### src/rtl/divisor_restauracion_if.sv
// Operand/result bundle for the restoring divider: start/fin handshake plus data.
// With DIVISOR_ERROR_EN defined, an extra error flag travels alongside the result.
interface divisor_restauracion_if #(
  parameter int unsigned N = 3
);
  logic [2*N-1:0] dividendo;
  logic [N-1:0]   divisor;
  logic           start;
  logic [N-1:0]   cociente;
  logic [N-1:0]   resto;
  logic           fin;
`ifdef DIVISOR_ERROR_EN
  logic           error;

  modport master (output dividendo, divisor, start,
                  input  cociente, resto, fin, error);
  modport slave  (input  dividendo, divisor, start,
                  output cociente, resto, fin, error);
`else
  modport master (output dividendo, divisor, start,
                  input  cociente, resto, fin);
  modport slave  (input  dividendo, divisor, start,
                  output cociente, resto, fin);
`endif
endinterface

### src/rtl/divisor_restauracion.sv
// Sequential unsigned restoring divider: 2N-bit dividend / N-bit divisor in N cycles.
// Optional DIVISOR_ERROR_EN adds an error flag for divide-by-zero / quotient overflow.
module divisor_restauracion #(
  parameter int unsigned N = 3
) (
  input logic               clk,
  input logic               reset,
  divisor_restauracion_if.slave bus
);
  localparam int unsigned CW = $clog2(N + 1);

  typedef enum logic [1:0] {
    IDLE = 2'd0,
    ITER = 2'd1,
    DONE = 2'd2
  } state_t;

  state_t          state, state_n;
  logic [N:0]      r, r_n;
  logic [N-1:0]    q, q_n;
  logic [N-1:0]    d, d_n;
  logic [CW-1:0]   cnt, cnt_n;
  logic [N-1:0]    coc, coc_n;
  logic [N-1:0]    res, res_n;
  logic            fin, fin_n;
  logic            sat, sat_n;
`ifdef DIVISOR_ERROR_EN
  logic            err, err_n;
`endif

  logic [N:0]      r_sh;
  logic [N+1:0]    diff;
  logic [N-1:0]    q_sh;
  logic [N:0]      r_it;
  logic [N-1:0]    q_it;
  logic            bad;

  // State and datapath registers
  always_ff @(posedge clk or posedge reset) begin
    if (reset) begin
      state <= IDLE;
      r     <= '0;
      q     <= '0;
      d     <= '0;
      cnt   <= '0;
      coc   <= '0;
      res   <= '0;
      fin   <= 1'b0;
      sat   <= 1'b0;
`ifdef DIVISOR_ERROR_EN
      err   <= 1'b0;
`endif
    end else begin
      state <= state_n;
      r     <= r_n;
      q     <= q_n;
      d     <= d_n;
      cnt   <= cnt_n;
      coc   <= coc_n;
      res   <= res_n;
      fin   <= fin_n;
      sat   <= sat_n;
`ifdef DIVISOR_ERROR_EN
      err   <= err_n;
`endif
    end
  end

  // Next state, one restoring step and result publication
  always_comb begin
    r_sh = (N+1)'({r, q[N-1]});
    diff = {1'b0, r_sh} - {2'b00, d};
    q_sh = N'({q, 1'b0});
    if (diff[N+1]) begin
      r_it = r_sh;
      q_it = q_sh;
    end else begin
      r_it = diff[N:0];
      q_it = q_sh | N'(1);
    end
    bad = (bus.divisor == '0) || (bus.dividendo[2*N-1:N] >= bus.divisor);

    state_n = state;
    r_n     = r;
    q_n     = q;
    d_n     = d;
    cnt_n   = cnt;
    coc_n   = coc;
    res_n   = res;
    fin_n   = fin;
    sat_n   = sat;
`ifdef DIVISOR_ERROR_EN
    err_n   = err;
`endif

    case (state)
      IDLE, DONE: begin
        if (bus.start) begin
          r_n     = {1'b0, bus.dividendo[2*N-1:N]};
          q_n     = bus.dividendo[N-1:0];
          d_n     = bus.divisor;
          // Unrepresentable quotients spend a single slot, then publish saturation
          cnt_n   = bad ? CW'(1) : CW'(N);
          sat_n   = bad;
          fin_n   = 1'b0;
          state_n = ITER;
        end
      end
      ITER: begin
        r_n   = r_it;
        q_n   = q_it;
        cnt_n = cnt - CW'(1);
        if (cnt == CW'(1)) begin
          state_n = DONE;
          fin_n   = 1'b1;
          coc_n   = sat ? '1 : q_it;
          res_n   = sat ? '0 : r_it[N-1:0];
`ifdef DIVISOR_ERROR_EN
          err_n   = sat;
`endif
        end
      end
      default: state_n = IDLE;
    endcase
  end

  assign bus.cociente = coc;
  assign bus.resto    = res;
  assign bus.fin      = fin;
`ifdef DIVISOR_ERROR_EN
  assign bus.error    = err;
`endif

endmodule

### src/flat_wrapper.sv
// flat-port wrapper written by rule: the top's interface ports become plain ports
module divisor_restauracion_flat 
#(
  parameter int unsigned N = 3
)
  (clk, reset, bus_dividendo, bus_divisor, bus_start, bus_cociente, bus_resto, bus_fin);
  divisor_restauracion_if #(.N(N)) bus_i ();
  input logic clk;
  input logic reset;
  input wire logic [$bits(bus_i.dividendo)-1:0] bus_dividendo;
  input wire logic [$bits(bus_i.divisor)-1:0] bus_divisor;
  input wire logic [$bits(bus_i.start)-1:0] bus_start;
  output wire logic [$bits(bus_i.cociente)-1:0] bus_cociente;
  output wire logic [$bits(bus_i.resto)-1:0] bus_resto;
  output wire logic [$bits(bus_i.fin)-1:0] bus_fin;
  assign bus_i.dividendo = bus_dividendo;
  assign bus_i.divisor = bus_divisor;
  assign bus_i.start = bus_start;
  assign bus_cociente = bus_i.cociente;
  assign bus_resto = bus_i.resto;
  assign bus_fin = bus_i.fin;
  divisor_restauracion #(.N(N)) u_core (.clk(clk), .reset(reset), .bus(bus_i));
endmodule
### config.mk
export PLATFORM = sky130hd
export DESIGN_NAME = divisor_restauracion_flat
export DESIGN_NICKNAME = d
export VERILOG_FILES = /design/src/rtl/divisor_restauracion_if.sv /design/src/rtl/divisor_restauracion.sv /design/src/flat_wrapper.sv
export SDC_FILE = /design/constraint.sdc
export NUM_CORES = 1
export LEC_CHECK = 0
export CORE_MARGIN = 1.5
export CORE_UTILIZATION = 48
export CTS_CLUSTER_DIAMETER = 60
export CTS_CLUSTER_SIZE = 12
export DETAILED_ROUTE_END_ITERATION = 8
export DONT_BUFFER_PORTS = 1
export HOLD_SLACK_MARGIN = 0.1
export PLACE_DENSITY = 0.65
export SYNTH_ARGS = -nofsm -noshare
export SYNTH_HDL_FRONTEND = slang
export SYNTH_SLANG_ARGS = --single-unit
### constraint.sdc
create_clock -name clk -period 1.9 [get_ports clk]
set_input_delay 0.57 -clock clk [delete_from_list [all_inputs] [get_ports clk]]
set_output_delay 0.57 -clock clk [all_outputs]
set_load 0.1 [all_outputs]
# [Word-level counts from Yosys, hierarchy flattened]
# Index checks and enable logic that the tools add are counted.
[word_totals] reg_bits=21 in_bits=12 output_inout_bits=7 wordCells=44
[op_classes] addsub=2 magnitude_cmp=1 eq_ne=5 mux=17 reduce_logical=10
[ops] operator="$mux W3" n=5
[ops] operator="$pmux W3 S2" n=2
[ops] operator="$mux W2" n=4
[ops] operator="$pmux W2 S2" n=2
[ops] operator="$reduce_and A2 Y1" n=4
[ops] operator="$sub A4 B3 Y5" n=1
[ops] operator="$eq A2 B1 Y1 const B" n=2
[ops] operator="$ge A3 B3 Y1" n=1
[ops] operator="$logic_not A3 Y1" n=1
[ops] operator="$mux W1" n=3
[ops] operator="$reduce_and A3 Y1" n=1
[ops] operator="$eq A2 B2 Y1 const B" n=1
[ops] operator="$logic_not A2 Y1" n=1
[ops] operator="$ne A2 B1 Y1 const B" n=1
[ops] operator="$ne A2 B2 Y1 const B" n=1
[ops] operator="$pmux W1 S2" n=1
[ops] operator="$reduce_bool A2 Y1" n=1
[ops] operator="$reduce_or A2 Y1" n=1
[ops] operator="$sub A2 B1 Y2 const B" n=1
[ops] operator="$logic_or A1 B1 Y1" n=1

# [Depth between registers and ports, before layout]
# Gate-level depths: netlist (run 1).
[depth] ltp_word=5 depth_mapped=7 mapped_depth_nobuf=7

# [Worst setup path before layout (run 1)]
# Ideal clock, no wire load.
[synth_timing] path_type="flip-flop to flip-flop" startpoint="register u_core.d[0]" endpoint="register u_core.res[0], in the netlist u_core.bus.resto[0]" setup_ns=0.095 arrival_ns=1.757 required_ns=1.805 setup_slack_ns=0.047 path_stages_with_launch=7 n_path_buf=0 synth_period_minus_slack_ns=1.853 cell_sequence="dfrtp_1 -> ha_1 -> fa_1 -> nand2b_1 -> nand2_1 -> mux2_2 -> o31ai_1"
[synth_between] elab_chain_cells=3
[synth_lines] element="start: declaration" line="divisor_restauracion.sv:21" text="logic [N-1:0] d, d_n;"
[synth_lines] element="start signal: assignment" line="divisor_restauracion.sv:57" text="d <= d_n;"
[synth_lines] element="$sub A4 B3 Y5" line="divisor_restauracion.sv:72" text="diff = {1'b0, r_sh} - {2'b00, d};"
[synth_lines] element="$mux W3" line="divisor_restauracion.sv:74" text="if (diff[N+1]) begin"
[synth_lines] element="$mux W3" line="divisor_restauracion.sv:117" text="res_n = sat ? '0 : r_it[N-1:0];"
[synth_lines] element="end signal: assignment" line="divisor_restauracion.sv:60" text="res <= res_n;"
[synth_lines] element="end: declaration" line="divisor_restauracion.sv:24" text="logic [N-1:0] res, res_n;"
# No other way between the ends.
# A chain may end at the register's enable or synchronous reset.

# [Worst setup path after layout (run 1)]
[layout_timing] startpoint="register u_core.d[0]" endpoint="register u_core.r[1]"
[layout_between] elab_chain_cells=3
[layout_lines] element="$sub A4 B3 Y5" line="divisor_restauracion.sv:72"
[layout_lines] element="$mux W3" line="divisor_restauracion.sv:74"
[layout_lines] element="$pmux W3 S2" line="divisor_restauracion.sv:96" text="case (state)"
[layout_lines] element="end signal: assignment" line="divisor_restauracion.sv:55" text="r <= r_n;"
[layout_lines] element="end: declaration" line="divisor_restauracion.sv:19" text="logic [N:0] r, r_n;"
# No other way between the ends.

==> results of run 1 <==
[cells in the final DEF, fill, tap and decap left out, drive strengths merged, types with 2 or more instances in the layout]
cell / n
dfrtp: 21
o21ai: 6
clkbuf: 3
nor3: 2
ha: 6
o22ai: 3
nand2: 14
o31ai: 3
a21oi: 8
buf: 11
a211oi: 2
nor2b: 3
nand2b: 4
mux2: 3
mux2i: 3
inv: 10
nor2: 5
[cell type report]
| class | instances | area [um^2] |
|---|---|---|
| Sequential cell | 21 | 526 |
| Tap cell | 28 | 35.0 |
| Inverter | 10 | 37.5 |
| Clock inverter | 1 | 5.00 |
| Timing Repair Buffer | 11 | 82.6 |
| Multi-Input combinational cell | 71 | 546 |
| Fill cell | 200 | 937 |
| Clock buffer | 3 | 22.5 |
[worst max-delay path, delay by kind of cell, from the launching register on]
| family | cells | cell delay [ps] |
|---|---|---|
| AOI/OAI and AO/OA | 1 | 170 |
| and+or+nand+nor | 2 | 240 |
| adders and majority gates | 2 | 600 |
| DFF | 1 | 410 |
| muxes | 1 | 310 |
[per-stage QoR]
step	instance area [um^2]	cells	hold WS (ps)	util [%]	worst slack [ps]
after global routing	1250	145	153	57.2	41.2
after floorplan	1100	107	456	-	47.4
after global placement	1190	141	464	54.3	7.27
after CTS	1230	145	152	56.1	2.12
after detailed placement	1190	141	472	54.3	-65.9
final	1250	145	147	57.2	92.8
[worst min-delay path by stage]
| stage | start | endpoint | slack, ps |
|---|---|---|---|
| final | reset | u_core.bus.cociente[0]$_DFFE_PP0P_ | 150 |
| after global routing | reset | u_core.bus.cociente[0]$_DFFE_PP0P_ | 150 |
| after detailed placement | u_core.bus.fin$_DFFE_PP0P_ | u_core.bus.fin$_DFFE_PP0P_ | 470 |
| after global placement | u_core.bus.fin$_DFFE_PP0P_ | u_core.bus.fin$_DFFE_PP0P_ | 460 |
| after CTS | reset | u_core.bus.resto[2]$_DFFE_PP0P_ | 150 |
| after floorplan | u_core.d[2]$_DFFE_PP0P_ | u_core.d[2]$_DFFE_PP0P_ | 460 |
[kinds of logic after synthesis]
family / count (synthesis)
adders and majority gates: 7
xor gates and xnor gates: 1
buffers and inverters: 15
and+or+nand+nor: 30
muxes: 6
DFF: 21
AOI/OAI and AO/OA: 27
[state kept, by name, summed over array words and instances (netlist names), 2 cells and up]
name,count
u_core.r,3
u_core.d,3
u_core.q,3
u_core.bus.resto,3
u_core.bus.cociente,3
u_core.state,2
u_core.cnt,2
[what timing repair did]
item / in CTS / in global routing
cloned: 0 / 0
setup endpoints to repair: 4 / 3
pin swaps: 0 / 0
gates resized for setup: 3 / 6
[metal layers]
| metal | wire length [um] | vias to the layer above | GRT usage, % |
|---|---|---|---|
| li1 | - | 398 | - |
| met1 | 1010 | 366 | 25.0 |
| met2 | 1000 | 10 | 28.8 |
| met3 | 62 | 2 | 3.80 |
| met4 | 34 | 0 | 9.46 |
| met5 | 0 | - | 0 |
==> run metrics, run 1 <==
Ys Warns=0; CTS max path bufs=2; Reg clk slew, reported paths=120 ps; Syn Std Cell Area=1100 um^2; final cycle utilization of the critical path=95.1%; worst slew pin tran=487 ps; ys async rst share=100%; antenna-violating nets left=0; DRT Pass-1 Iters=4; ys flop type=dfrtp_1; sequential cell area fraction in the yosys report=47.7%; Worst R2R End=u_core.r[1]$_DFFE_PP0P_; Worst Setup SP=u_core.d[0]$_DFFE_PP0P_; Num CTS Buffers=3; synth cell count leaders=dfrtp_1 (21), nand2_1 (14), inv_1 (10); largest net degree at the start of global routing=22; Worst Path Required=2130 ps; Congestion Overflow GR=0; max_cap viols=0; CORE AREA=2190 um^2; Post-synth EDFFs=0; largest area contributor in the netlist=dfrtp_1; Detailed Route Iter0 Violations=7; CTS root buffer=clkbuf_4; Die ar.=2590 um^2; CP startpoint kind=register; worst r2r path cells=6; Hold Vio Cnt, Final=0; Unique masters post-synth=30; clk sink count=21; postcts setup bufs=0; Setup Viol. Count Final=0; clock skew=10.7 ps; synth top area cells=dfrtp_1 (48%), ha_1 (6.8%), nand2_1 (4.8%); Cells after Synth=107; DIE HEIGHT=50.9 um; mux cell area share after synthesis=5.79%; crit path to=u_core.r[1]$_DFFE_PP0P_; compound-cell area share of the yosys netlist=17.1%; final setup TNS=0 ps; slew margin rel.=67.1%; CP Max Fanout=3; Initial Utilization=50.3%; share of cells above drive strength 1=24.8%; flop and latch count out of synthesis=21; critical path class=register to register; GPL Wtd Cong=0.831; number of global-route vias before repair=760; Simple-Gate Fraction of Synth Area=13.7%; Layout area overhead=13.7%; largest stage delay on the critical path=410 ps; outcome=finished, final reports clean; CTS hold repair buffers=0; syn_area_per_cell=10.3 um^2; hpwl dp=1580 um; vias=776; worst hold path class=input port to asynchronous set/reset pin; initial antenna violation count=0; Critical Path AT=2040 ps; DRT Wirelength=2100 um; routed len/inst=14.5 um; Nets=137; IO Port Bufs=0; CP max-delay cell=dfrtp_1; CTS tree=done; DR vias/cell=5.35; row cnt=17; Die X=50.9 um; all-layer global routing usage=18.7%; Adder-Cell Fraction of Synth Area=8.63%; post-synthesis xor/xnor area fraction=0.795%; crit-path cells=ha_2 -> fa_2 -> nand2b_4 -> nand2_4 -> mux2_4 -> o221ai_1; io pins=19; top-count cell post-synth=dfrtp_1; fin. max-slew vios=0; highest clock rate=553 MHz; Clk Latency, worst-skew pair=320 ps; syn nets=126; Tmin final=1810 ps; global-route wire length before repair=3550 um; largest family of logic cells by synthesized area=compound AO/OA/AOI/OAI gates; share of the synthesized area in the top cell type=47.7%; Remaining DRCs=0; RR Startpoint=u_core.d[0]$_DFFE_PP0P_; CP endpoint kind=register; reg2reg setup slack=90 ps; diode count=0; RSZ-0062 raised after global routing=no; H-tree levels=1
Power of run 1 is not shown: default switching activity piles up to over one toggle a cycle in this logic, so the estimate is an artifact.
==> run 2, diff against run 1 <==
Settings changed: ABC_AREA from default to 1.
==> run 2 against run 1 <==
  * Critical path depth grew 4
  * Register-to-register slack improved by 90 ps
  * Routed wire length down 0.19%
  * Global-route usage grew 1.3 points
  * Highest routed layer unchanged
==> run metrics, run 2 <==
worst slew pin tran=299 ps; routed len/inst=12.0 um; synth top area cells=dfrtp_1 (46%), nand2_1 (14%), ha_1 (6.6%); Setup Viol. Count Final=0; syn_area_per_cell=8.38 um^2; Die ar.=2680 um^2; Ys Warns=0; worst hold path class=input port to asynchronous set/reset pin; GPL Wtd Cong=0.776; sequential cell area fraction in the yosys report=46.1%; DRT Wirelength=2100 um; RSZ-0062 raised after global routing=no; DRT Pass-1 Iters=4; CTS hold repair buffers=0; post-CTS sizing=0; Hold Vio Cnt, Final=0; share of the synthesized area in the top cell type=46.1%; Layout area overhead=10.2%; fin. max-slew vios=0; CP max-delay cell=fa_1; WP buf/inv=2; DR vias/cell=5.10; max_cap viols=0; top-count cell post-synth=nand2_1; most common cell after layout, fill and taps aside=nand2_1; CP top delay family=adder cells; CORE AREA=2230 um^2; CP startpoint kind=register; slew margin rel.=80.0%; Congestion Overflow GR=0; share of cells above drive strength 1=17.0%; number of global-route vias before repair=928; CTS root buffer=clkbuf_4; Nets=167; largest net degree at the start of global routing=22; Post-synth EDFFs=0; most used cells in the layout excluding fill and tap cells=nand2_1 (42), dfrtp_1 (21), inv_1 (19); hpwl dp=1570 um; final setup TNS=0 ps; H-tree levels=1; outcome=finished, final reports clean; largest stage delay on the critical path=440 ps; syn nets=155; ys async rst share=100%; Clk Latency, worst-skew pair=300 ps; Cells after Synth=136; global-route wire length before repair=4000 um; Remaining DRCs=0; diode count=0; clk sink count=21; initial antenna violation count=0; crit-path cells=inv_1 -> ha_1 -> fa_1 -> inv_1 -> nand2_1 -> nand2_2 -> nand2_1 -> nand3_1 -> nand2_1 -> nand2_1; DIE HEIGHT=51.7 um; vias=892; Tmin final=1720 ps; Num CTS Buffers=3; row cnt=17; largest area contributor in the netlist=dfrtp_1; synth cell count leaders=nand2_1 (43), dfrtp_1 (21), inv_1 (19); Initial Utilization=51.0%; CP Max Fanout=5; Worst Path Required=2150 ps; CP endpoint kind=register; Unique masters post-synth=22; IO Port Bufs=0; Most common cell on crit path=nand2_1; CTS max path bufs=2; final cycle utilization of the critical path=90.4%; all-layer global routing usage=20.0%; postcts setup bufs=0; antenna-violating nets left=0; Reg clk slew, reported paths=110 ps; clock skew=2.17 ps; Die X=51.7 um; flop and latch count out of synthesis=21; CTS tree=done; worst hold slack=170 ps; Critical Path AT=1970 ps; critical path class=register to register; highest clock rate=582 MHz; fillcell total=218; ys flop type=dfrtp_1; Syn Std Cell Area=1140 um^2; Detailed Route Iter0 Violations=16; io pins=19
## run 2: cell count changes after synthesis, moves of 3 or more
| cell | change |
|---|---|
| a21oi_1 | -7 |
| inv_2 | +3 |
| inv_1 | +9 |
| o21ai_1 | +3 |
| nand2b_1 | -3 |
| nand2_1 | +29 |
| nor2_1 | +4 |
| buf_2 | -4 |
| mux2_2 | -3 |
| nand3_1 | +8 |
| mux2i_1 | -3 |
## run 2: cell type report
| cell class | count | area, um^2 | share of cell area (%) |
|---|---|---|---|
| multi-input cells | 91 | 520 | 41.4 |
| inverters | 23 | 88.8 | 7.07 |
| well taps | 28 | 35.0 | 2.79 |
| clock buffers | 4 | 26.3 | 2.09 |
| repair buffers | 8 | 60.1 | 4.78 |
| flip-flops and latches | 21 | 526 | 41.8 |
## run 2: kinds of logic (layout without fill, tap and decap cells)
| logic type | Yosys count | in the layout | share of synthesized area [%] |
|---|---|---|---|
| AND/OR/NAND/NOR | 67 | 67 | 27.9 |
| buffers and inverters | 24 | 35 | 8.45 |
| flip-flops | 21 | 21 | 46.1 |
| AO/OA/AOI/OAI | 17 | 17 | 9.22 |
| adder cells (fa/ha/maj) | 7 | 7 | 8.34 |
## run 2: worst reg2reg max path, cell delays in order (launching register included)
cell	delay [ps]
dfrtp_1	390
inv_1	60
ha_1	190
fa_1	440
inv_1	80
nand2_1	100
nand2_2	120
nand2_1	90
nand3_1	80
nand2_1	60
nand2_1	50
## run 2: per-stage QoR
step	cells	util (%)	instance area [um^2]	worst slack, ps
finish	175	56.2	1260	182
detailed placement	171	55.0	1230	184
global route	175	56.2	1260	46.6
floorplan	136	-	1140	336
CTS	175	56.1	1250	146
global placement	171	55.0	1230	241
## run 2: worst paths after layout
path | start | cells past startpoint | endpoint | slack, ps
max reg2reg | u_core.q[2]$_DFFE_PP0P_ | 10 | u_core.r[2]$_DFFE_PP0P_ | 180
min | reset | 2 | u_core.bus.cociente[0]$_DFFE_PP0P_ | 170
max in group asynchronous | reset | 2 | u_core.cnt[0]$_DFFE_PP0P_ | 1520
min in group clk | bus_start | 1 | u_core.state[1]$_DFFE_PP0P_ | 350
min reg2reg | u_core.cnt[0]$_DFFE_PP0P_ | 1 | u_core.cnt[0]$_DFFE_PP0P_ | 490
max | u_core.q[2]$_DFFE_PP0P_ | 10 | u_core.r[2]$_DFFE_PP0P_ | 180
## run 2: routing by layer
metal  global-route usage (%)  wire (um)
met1                     27.2        994
met2                     32.5       1000
met3                     3.45         67
met4                     6.58         33
met5                        0          0
Power of run 2 is left out for the same reason.
==> run 3, diff against run 2 <==
Settings changed: GPL_TIMING_DRIVEN from default to 1, SLEW_MARGIN from default to 20.
==> results of run 3 <==
Final layout, timing and power as in run 2 (identical DEF).
Power of run 3 is left out for the same reason.
